**src/rtl/cpu_trace_pkg.sv**
```systemverilog
`default_nettype none
// +----------------------------------------------------------------------+
// | cpu_trace_pkg : shared kinds and entry layout for the cpu trace logic |
// | Rev 1.0                                                               |
// +----------------------------------------------------------------------+
package cpu_trace_pkg;

  localparam logic [1:0] TRACE_KIND_RF  = 2'b01;
  localparam logic [1:0] TRACE_KIND_MEM = 2'b10;

  localparam int TRACE_ADDR_W = 32;
  localparam int TRACE_DATA_W = 32;
  localparam int TRACE_CYC_W  = 32;

  typedef struct packed {
    logic [1:0]              kind;
    logic [TRACE_CYC_W-1:0]  cycle;
    logic [TRACE_ADDR_W-1:0] pc;
    logic [4:0]              reg_idx;
    logic [TRACE_DATA_W-1:0] rdata;
    logic [TRACE_ADDR_W-1:0] maddr;
    logic [TRACE_DATA_W-1:0] mdata;
  } trace_entry_t;

endpackage
`default_nettype wire

```
**src/rtl/trace_halt_detect.sv**
```systemverilog
`default_nettype none
// +----------------------------------------------------------------------+
// | trace_halt_detect : sticky halt flag after HALT_CYCLES of a stuck PC  |
// | Rev 1.0                                                               |
// +----------------------------------------------------------------------+
module trace_halt_detect #(
  parameter int ADDR_W      = 32,
  parameter int HALT_CYCLES = 4
) (
  input  logic              clk,
  input  logic              rst_n,
  input  logic              clr,
  input  logic              en,
  input  logic [ADDR_W-1:0] pc,
  output logic              halted
);

  localparam int              CNT_W       = $clog2(HALT_CYCLES);
  localparam logic [CNT_W-1:0] c_halt_last = CNT_W'(HALT_CYCLES - 1);
  localparam logic [CNT_W-1:0] c_halt_arm  = CNT_W'(HALT_CYCLES - 2);

  logic [ADDR_W-1:0] r_prev_pc;
  logic [CNT_W-1:0]  r_cnt;
  logic              r_halted;
  logic              w_same;

  assign w_same = en && (pc == r_prev_pc);

  always_ff @(posedge clk or negedge rst_n) begin
    if (!rst_n) begin
      r_prev_pc <= '0;
      r_cnt     <= '0;
      r_halted  <= 1'b0;
    end else if (clr) begin
      r_prev_pc <= '0;
      r_cnt     <= '0;
      r_halted  <= 1'b0;
    end else begin
      r_prev_pc <= pc;
      if (!r_halted) begin
        if (w_same) begin
          if (r_cnt != c_halt_last) r_cnt <= r_cnt + CNT_W'(1);
          // flag rises on the same edge the counter reaches its last value
          if (r_cnt == c_halt_arm) r_halted <= 1'b1;
        end else begin
          r_cnt <= '0;
        end
      end
    end
  end

  assign halted = r_halted;

endmodule
`default_nettype wire

```
**src/rtl/cpu_trace_buffer.sv**
```systemverilog
`default_nettype none
// +----------------------------------------------------------------------+
// | cpu_trace_buffer : circular trace of rf/mem writes, drained by v/r    |
// | Rev 1.0                                                               |
// +----------------------------------------------------------------------+
module cpu_trace_buffer
  import cpu_trace_pkg::*;
#(
  parameter int DEPTH       = 16,
  parameter int ADDR_W      = 32,
  parameter int DATA_W      = 32,
  parameter int CYC_W       = 32,
  parameter int HALT_CYCLES = 4
) (
  input  logic                       clk,
  input  logic                       rst_n,
  input  logic                       en,
  input  logic                       clr,
  input  logic                       mode_wrap,
  input  logic [ADDR_W-1:0]          pc,
  input  logic                       rf_we,
  input  logic [4:0]                 rf_waddr,
  input  logic [DATA_W-1:0]          rf_wdata,
  input  logic                       mem_we,
  input  logic [ADDR_W-1:0]          mem_addr,
  input  logic [DATA_W-1:0]          mem_wdata,
  output logic                       rd_valid,
  input  logic                       rd_ready,
  output logic [1:0]                 rd_kind,
  output logic [CYC_W-1:0]           rd_cycle,
  output logic [ADDR_W-1:0]          rd_pc,
  output logic [4:0]                 rd_reg,
  output logic [DATA_W-1:0]          rd_rdata,
  output logic [ADDR_W-1:0]          rd_maddr,
  output logic [DATA_W-1:0]          rd_mdata,
  output logic [$clog2(DEPTH):0]     count,
  output logic                       overflow,
  output logic                       halted,
  output logic [CYC_W-1:0]           cycle
);

  localparam int PTR_W = $clog2(DEPTH);
  localparam int CNT_W = PTR_W + 1;

  logic [PTR_W-1:0] r_wr_ptr;
  logic [PTR_W-1:0] r_rd_ptr;
  logic [CNT_W-1:0] r_count;
  logic             r_overflow;
  logic [CYC_W-1:0] r_cycle;
  trace_entry_t     r_mem [DEPTH];

  logic         w_halted;
  logic         w_rf_ev;
  logic         w_mem_ev;
  logic         w_push;
  logic         w_pop;
  logic         w_full;
  logic         w_wr;
  trace_entry_t w_entry;
  trace_entry_t w_head;

  trace_halt_detect #(
    .ADDR_W      (ADDR_W),
    .HALT_CYCLES (HALT_CYCLES)
  ) u_halt (
    .clk    (clk),
    .rst_n  (rst_n),
    .clr    (clr),
    .en     (en),
    .pc     (pc),
    .halted (w_halted)
  );

  assign w_rf_ev  = rf_we && (rf_waddr != 5'd0);
  assign w_mem_ev = mem_we;
  assign w_push   = en && !w_halted && (w_rf_ev || w_mem_ev);
  assign w_pop    = rd_valid && rd_ready;
  assign w_full   = (r_count == CNT_W'(DEPTH));
  // a full buffer in drop mode only writes when a pop frees the head slot
  assign w_wr     = w_push && (w_pop || !w_full || mode_wrap);

  always_comb begin
    w_entry       = '0;
    w_entry.kind  = (w_rf_ev ? TRACE_KIND_RF : 2'b00) | (w_mem_ev ? TRACE_KIND_MEM : 2'b00);
    w_entry.cycle = TRACE_CYC_W'(r_cycle);
    w_entry.pc    = TRACE_ADDR_W'(pc);
    if (w_rf_ev) begin
      w_entry.reg_idx = rf_waddr;
      w_entry.rdata   = TRACE_DATA_W'(rf_wdata);
    end
    if (w_mem_ev) begin
      w_entry.maddr = TRACE_ADDR_W'(mem_addr);
      w_entry.mdata = TRACE_DATA_W'(mem_wdata);
    end
  end

  always_ff @(posedge clk) begin
    if (!clr && w_wr) r_mem[r_wr_ptr] <= w_entry;
  end

  always_ff @(posedge clk or negedge rst_n) begin
    if (!rst_n) begin
      r_wr_ptr   <= '0;
      r_rd_ptr   <= '0;
      r_count    <= '0;
      r_overflow <= 1'b0;
      r_cycle    <= '0;
    end else if (clr) begin
      r_wr_ptr   <= '0;
      r_rd_ptr   <= '0;
      r_count    <= '0;
      r_overflow <= 1'b0;
      r_cycle    <= '0;
    end else begin
      if (en && !w_halted && (r_cycle != {CYC_W{1'b1}})) r_cycle <= r_cycle + CYC_W'(1);

      if (w_push && w_pop) begin
        r_wr_ptr <= r_wr_ptr + PTR_W'(1);
        r_rd_ptr <= r_rd_ptr + PTR_W'(1);
      end else if (w_push && !w_full) begin
        r_wr_ptr <= r_wr_ptr + PTR_W'(1);
        r_count  <= r_count + CNT_W'(1);
      end else if (w_push) begin
        r_overflow <= 1'b1;
        if (mode_wrap) begin
          r_wr_ptr <= r_wr_ptr + PTR_W'(1);
          r_rd_ptr <= r_rd_ptr + PTR_W'(1);
        end
      end else if (w_pop) begin
        r_rd_ptr <= r_rd_ptr + PTR_W'(1);
        r_count  <= r_count - CNT_W'(1);
      end
    end
  end

  assign w_head   = r_mem[r_rd_ptr];
  assign rd_valid = (r_count != '0);

  always_comb begin
    rd_kind  = '0;
    rd_cycle = '0;
    rd_pc    = '0;
    rd_reg   = '0;
    rd_rdata = '0;
    rd_maddr = '0;
    rd_mdata = '0;
    if (rd_valid) begin
      rd_kind  = w_head.kind;
      rd_cycle = CYC_W'(w_head.cycle);
      rd_pc    = ADDR_W'(w_head.pc);
      rd_reg   = w_head.reg_idx;
      rd_rdata = DATA_W'(w_head.rdata);
      rd_maddr = ADDR_W'(w_head.maddr);
      rd_mdata = DATA_W'(w_head.mdata);
    end
  end

  assign count    = r_count;
  assign overflow = r_overflow;
  assign halted   = w_halted;
  assign cycle    = r_cycle;

endmodule
`default_nettype wire

```
**config.mk**
```make
export PLATFORM = sky130hd
export DESIGN_NAME = cpu_trace_buffer
export DESIGN_NICKNAME = d
export VERILOG_FILES = /design/src/rtl/cpu_trace_pkg.sv /design/src/rtl/trace_halt_detect.sv /design/src/rtl/cpu_trace_buffer.sv
export SDC_FILE = /design/constraint.sdc
export NUM_CORES = 2
export LEC_CHECK = 0
export CAP_MARGIN = 0
export CORE_UTILIZATION = 60
export CTS_CLUSTER_DIAMETER = 60
export DETAILED_ROUTE_END_ITERATION = 6
export PLACE_DENSITY = 0.84
export SLEW_MARGIN = 20
export SYNTH_ARGS = -nofsm -noshare
export SYNTH_HDL_FRONTEND = slang
export SYNTH_SLANG_ARGS = --single-unit
```
**constraint.sdc**
```tcl
create_clock -name clk -period 26.9 [get_ports clk]
set_input_delay 8.07 -clock clk [delete_from_list [all_inputs] [get_ports clk]]
set_output_delay 8.07 -clock clk [all_outputs]
set_load 0.05 [all_outputs]
```
---- After elaboration in Yosys (flattened, before gate mapping) ----
Memory sizes are Yosys's and may differ from the RTL's.
Index checks and enable logic that the tools add are counted.
word-level totals
  register bits ........................... 81
  memory bits (writable) .................. 2672
  input port bits ......................... 141
  output and inout port bits .............. 207
  word-level logic and storage cells ...... 101
  memories ................................ 1
cells by class
  add/sub/neg operators ................... 6
  equal/unequal tests ..................... 12
  mux-type cells .......................... 44
  bitwise logic cells ..................... 1
  reduce and logical (&&, ||, !) cells .... 29
memory list
  memory  words  width  read ports  clocked after Yosys merged registers in  wr ports  RTL line                text
  r_mem   16     167    1           0                                        1         cpu_trace_buffer.sv:50  trace_entry_t r_mem [DEPTH];
operators with widths
  kind                                                                     count
  32-bit two-way mux                                                       8
  64-bit two-way mux                                                       1
  4-bit two-way mux                                                        11
  37-bit two-way mux                                                       1
  32-bit by 1-bit adder with 32-bit output, second input constant          1
  32-bit equality test                                                     1
  32-bit inequality test, second input constant                            1
  5-bit two-way mux                                                        6
  2-bit two-way mux                                                        6
  4-bit nonzero test                                                       3
  1-bit two-way mux                                                        11
  1-bit logical AND                                                        10
  5-bit nonzero test                                                       2
  3-bit AND reduction                                                      3
  4-bit by 1-bit adder with 4-bit output, second input constant            2
  2-bit inequality test, second input constant                             4
  3-bit inequality test, second input constant                             2
  5-bit by 1-bit adder with 5-bit output, second input constant            1
  5-bit equality test, second input constant                               1
  5-bit by 1-bit subtractor with 5-bit output, second input constant       1
  4-bit by 3-bit inequality test with 1-bit output, second input constant  1
  2-bit AND reduction                                                      2
  2-bit nonzero test                                                       2
  1-bit logical NOT                                                        3
  other kinds (6)                                                          8

---- Depth between registers and ports, before layout ----
  word-level depth ........................ 8
  gate-level depth with buffers ........... 9

---- Hierarchy ----
A second synthesis with hierarchy kept.
second synthesis, totals
  cells, all modules ...................... 4484
  area total of the unflattened synthesis .. 106529.7 µm²
by module, submodules not included
  module             instances  cells each  area each (µm²)  seq. area each (µm²)
  cpu_trace_buffer   1          4356        104979.4         81388.1
  trace_halt_detect  1          128         1550.2           875.8

---- Worst setup path after synthesis ----
Ideal clock, no wire load.
  path kind ............................... input port to flip-flop
  from .................................... input port en
  to ...................................... memory r_mem[10][0] (netlist name) (enable)
  library setup time ...................... 697 ps
  arrival time ............................ 16251 ps
  data required time ...................... 26203 ps
  slack ................................... 9952 ps
  stages .................................. 5
  buffers on the path ..................... 0
  cell sequence ........................... nand2b_1 > a211oi_4 > o31ai_2 > or4_1 > nor2_1
between the ends
  cells in the longest elaborated chain, start to end .. 6
RTL lines
  element                                  RTL line                text
  from (decl)                              cpu_trace_buffer.sv:17  input logic en,
  1-bit logical AND (2 in a row)           cpu_trace_buffer.sv:76  assign w_push = en && !w_halted && (w_rf_ev || w_mem_ev);
  1-bit logical AND                        cpu_trace_buffer.sv:80  assign w_wr = w_push && (w_pop || !w_full || mode_wrap);
  1-bit logical AND                        cpu_trace_buffer.sv:98  if (!clr && w_wr) r_mem[r_wr_ptr] <= w_entry;
  1-bit two-way mux                        cpu_trace_buffer.sv:98
  1-bit two-way mux (not written as such)  cpu_trace_buffer.sv:98
  to (decl)                                cpu_trace_buffer.sv:50
Every way passes these cells.

---- Final worst setup path ----
  from .................................... register r_rd_ptr[1]
  to ...................................... output port rd_rdata[22]
between the ends
  cells in the longest elaborated chain, start to end .. 2
RTL lines
  element                   RTL line                 text
  from (decl)               cpu_trace_buffer.sv:46   logic [PTR_W-1:0] r_rd_ptr;
  from (signal assigned)    cpu_trace_buffer.sv:119  r_rd_ptr <= r_rd_ptr + PTR_W'(1);
  from (signal assigned)    cpu_trace_buffer.sv:127  r_rd_ptr <= r_rd_ptr + PTR_W'(1);
  from (signal assigned)    cpu_trace_buffer.sv:130  r_rd_ptr <= r_rd_ptr + PTR_W'(1);
  memory read 16 x 167 bit  n/a
  32-bit two-way mux        cpu_trace_buffer.sv:147  if (rd_valid) begin
  to (decl)                 cpu_trace_buffer.sv:33   output logic [DATA_W-1:0] rd_rdata,
Every way passes these cells.

==> summary.md <==
| Metric | Value |
|---|---|
| Num CTS Buffers | `284` |
| Post-route minimum period | `14.95 ns` |
| Syn_area_per_cell | `23.8 um^2` |
| Critical Path RT | `18.83 ns` |
| Final Setup Violations | `0` |
| Antenna violations before repair | `26` |
| Syn Nets | `4622` |
| Kind of critical path | `reg -> out` |
| Die width | `423 um` |
| Cts hold-fix bufs | `0` |
| Max Clock Skew | `0.0470 ns` |
| First-pass GRT wire length | `381 mm` |
| Initial DRC Count | `7084` |
| VDD IR max | `0.114 mV` |
| Ranking of synthesized cells by area | `edfxtp_1, mux4_2, dfrtp_1, and2_1, clkbuf_1` |
| DRT Pass-1 Iters | `6` |
| Core area | `0.176 mm^2` |
| Status | `finished clean` |
| Placed cell area | `0.112 mm^2` |
| DR vias | `51500` |
| Final design area excluding fillers | `0.121 mm^2` |
| Routed WL | `268 mm` |
| Die Span Y | `423 um` |
| Number of global-route vias before repair | `54200` |
| Synth-to-Final Area Change | `14.0%` |
| CP startpoint kind | `register` |
| Worst EP arrival | `6.88 ns` |
| Final WS setup | `11.95 ns` |
| Dominant synthesized flop cell | `edfxtp_1` |
| Post-synth EDFFs | `2672` |
| RSZ-0062 raised after global routing | `no` |
| Clk buf depth | `4` |
| Slew @ Worst Pin | `1.22 ns` |
| Worst skew pair latency | `0.90 ns` |
| Remaining global-route overflow | `0` |
| Clk sinks | `2753` |
| Critical Path Sink Type | `output port` |
| Synth top cells by count | `edfxtp_1, mux4_2, and2_1, clkbuf_1, dfrtp_1` |
| Setup TNS Final | `0 ns` |
| Worst hold path class | `reg -> reg` |
| Port bufs | `347` |
| Final ANT Viol Nets | `0` |
| Cell Area, Synth | `0.106 mm^2` |
| I/O Pins | `348` |
| Row count | `154` |
| Synth top area share | `75.4%` |
| H-tree depth | `5` |
| Final period utilization | `55.6%` |
| CTS tree | `done` |
| CTS root buffer | `clkbuf_16` |
| Initial core utilization | `60.4%` |
| Worst slew margin | `18.7%` |
| DR WL/cell | `35.9 um` |
| Leakage power | `36.9 nW` |
| DIE AREA | `0.179 mm^2` |
| Cells after Synth | `4468` |
| Tot Pwr | `11.8 mW` |
| Final Net Count | `5082` |
| Vias per Instance | `6.89` |
| CP Max Fanout | `163` |
| Async SR Flop Fraction | `2.94%` |
| Final Max Slew Viols | `0` |
| Total track usage | `30.1%` |
| Top-count cell post-synth | `edfxtp_1` |
| Hold Fails Final Rpt | `0` |
| Post-cts sizing count | `0` |
| Drt drc | `0` |
| Yosys warning count | `0` |
| Pwr/cell area | `97.2 mW/mm^2` |
| CTS clk-pin slew, worst paths | `0.06 ns` |
| Largest net degree at the start of global routing | `164` |
| Max-Cap Viols | `0` |
| Dominant cell type by area after synthesis | `edfxtp_1` |
| Yosys cell types | `50` |
| Post-DP HPWL | `126 mm` |
| Share of cells above drive strength 1 | `26.1%` |
| Post-CTS Setup Repair Bufs | `0` |
| FF+latch count, synth | `2753` |
| Highest clock rate | `66.9 MHz` |
| Sequential area share after synthesis | `77.3%` |
| Dpl ws | `12.95 ns` |
| Gpl congestion | `0.765` |
[state kept, by name (all words and copies together) (netlist names)]
signal / cells
count: 5
cycle: 32
overflow: 1
r_mem: 2672
r_rd_ptr: 4
r_wr_ptr: 4
u_halt.halted: 1
u_halt.r_cnt: 2
u_halt.r_prev_pc: 32
[cell type report]
| cell class | count | area (um^2) |
|---|---|---|
| Timing Repair Buffer | 435 | 4300 |
| Clock buffer | 352 | 7610 |
| Clock inverter | 122 | 1190 |
| Multi-Input combinational cell | 1439 | 22900 |
| Inverter | 15 | 56.3 |
| Antenna cell | 17 | 42.5 |
| Fill cell | 9969 | 54900 |
| Sequential cell | 2753 | 82300 |
| Tap cell | 2340 | 2930 |
[routing by layer]
metal  part of all wire (%)  track usage, %  vias to the layer above
met5                 0.0056               0                        -
met4                    4.6            13.5                        2
met3                    8.6            5.15                      637
met2                     52            51.3                     3491
met1                     35            38.3                    27500
li1                       -               -                    19800
[worst max-delay path, stage by stage, from the launching register on]
cell and delay [ns]:
dfrtp_4 1.17, buf_12 0.76, buf_4 0.96, buf_4 0.99
mux4_2 0.42, mux4_2 0.50, and2_1 0.23, clkdlybuf4s50_1 0.73
[metrics by stage]
step	instances	hold slack [ns]	util, %
final	7473	0.613	68.9
after global routing	7473	0.624	68.9
after CTS	7455	0.609	68.8
after detailed placement	6981	0.564	63.8
after global placement	6979	0.545	63.8
after floorplan	4468	0.535	-
[power by group]
part	internal, mW	switching (mW)
logic	1.32	1.88
clock network	2.21	1.59
registers	4.73	0.0555
[path summary, 6_finish.rpt]
check,start,slack [ns],to,cells after the start
max in group asynchronous,rst_n,18.53,r_rd_ptr[0]$_DFFE_PN0P_,2
hold / removal,count[4]$_DFFE_PN0P_,0.61,count[4]$_DFFE_PN0P_,1
setup / recovery,r_rd_ptr[1]$_DFFE_PN0P_,11.95,rd_rdata[22],7
min in group asynchronous,rst_n,7.06,cycle[12]$_DFFE_PN0P_,1
hold reg to reg,count[4]$_DFFE_PN0P_,0.61,count[4]$_DFFE_PN0P_,1
setup reg to reg,u_halt.halted$_DFF_PN0_,21.29,r_mem[1][10]$_DFFE_PP_,8
[cell families (layout without fill, tap and decap cells)]
logic type               count (synthesis)  after routing  synth area share (%)
other                                    0             17                     0
buffers and inverters                  276            924                  1.31
multiplexers                           845            845                  17.8
XOR/XNOR                                42             42                 0.346
AND/OR/NAND/NOR                        466            466                  2.65
adder cells (fa/ha/maj)                 13             13                 0.160
AO/OA/AOI/OAI                           73             73                 0.440
flip-flops                            2753           2753                  77.3
[layout by cell type (no fill, tap or decap), types with 38 or more instances in the layout]
master / netlist / final
edfxtp_1: 2672 / 2672
mux4_2: 835 / 835
clkdlybuf4s50_1: 0 / 344
clkbuf_16: 0 / 291
and2_1: 277 / 269
dfrtp_1: 81 / 77
buf_4: 32 / 75
clkbuf_1: 133 / 51
clkinv_1: 0 / 44
clkinv_2: 0 / 40
nor2b_1: 38 / 38
xnor2_1: 38 / 38
(Power assumes the default switching activity.)
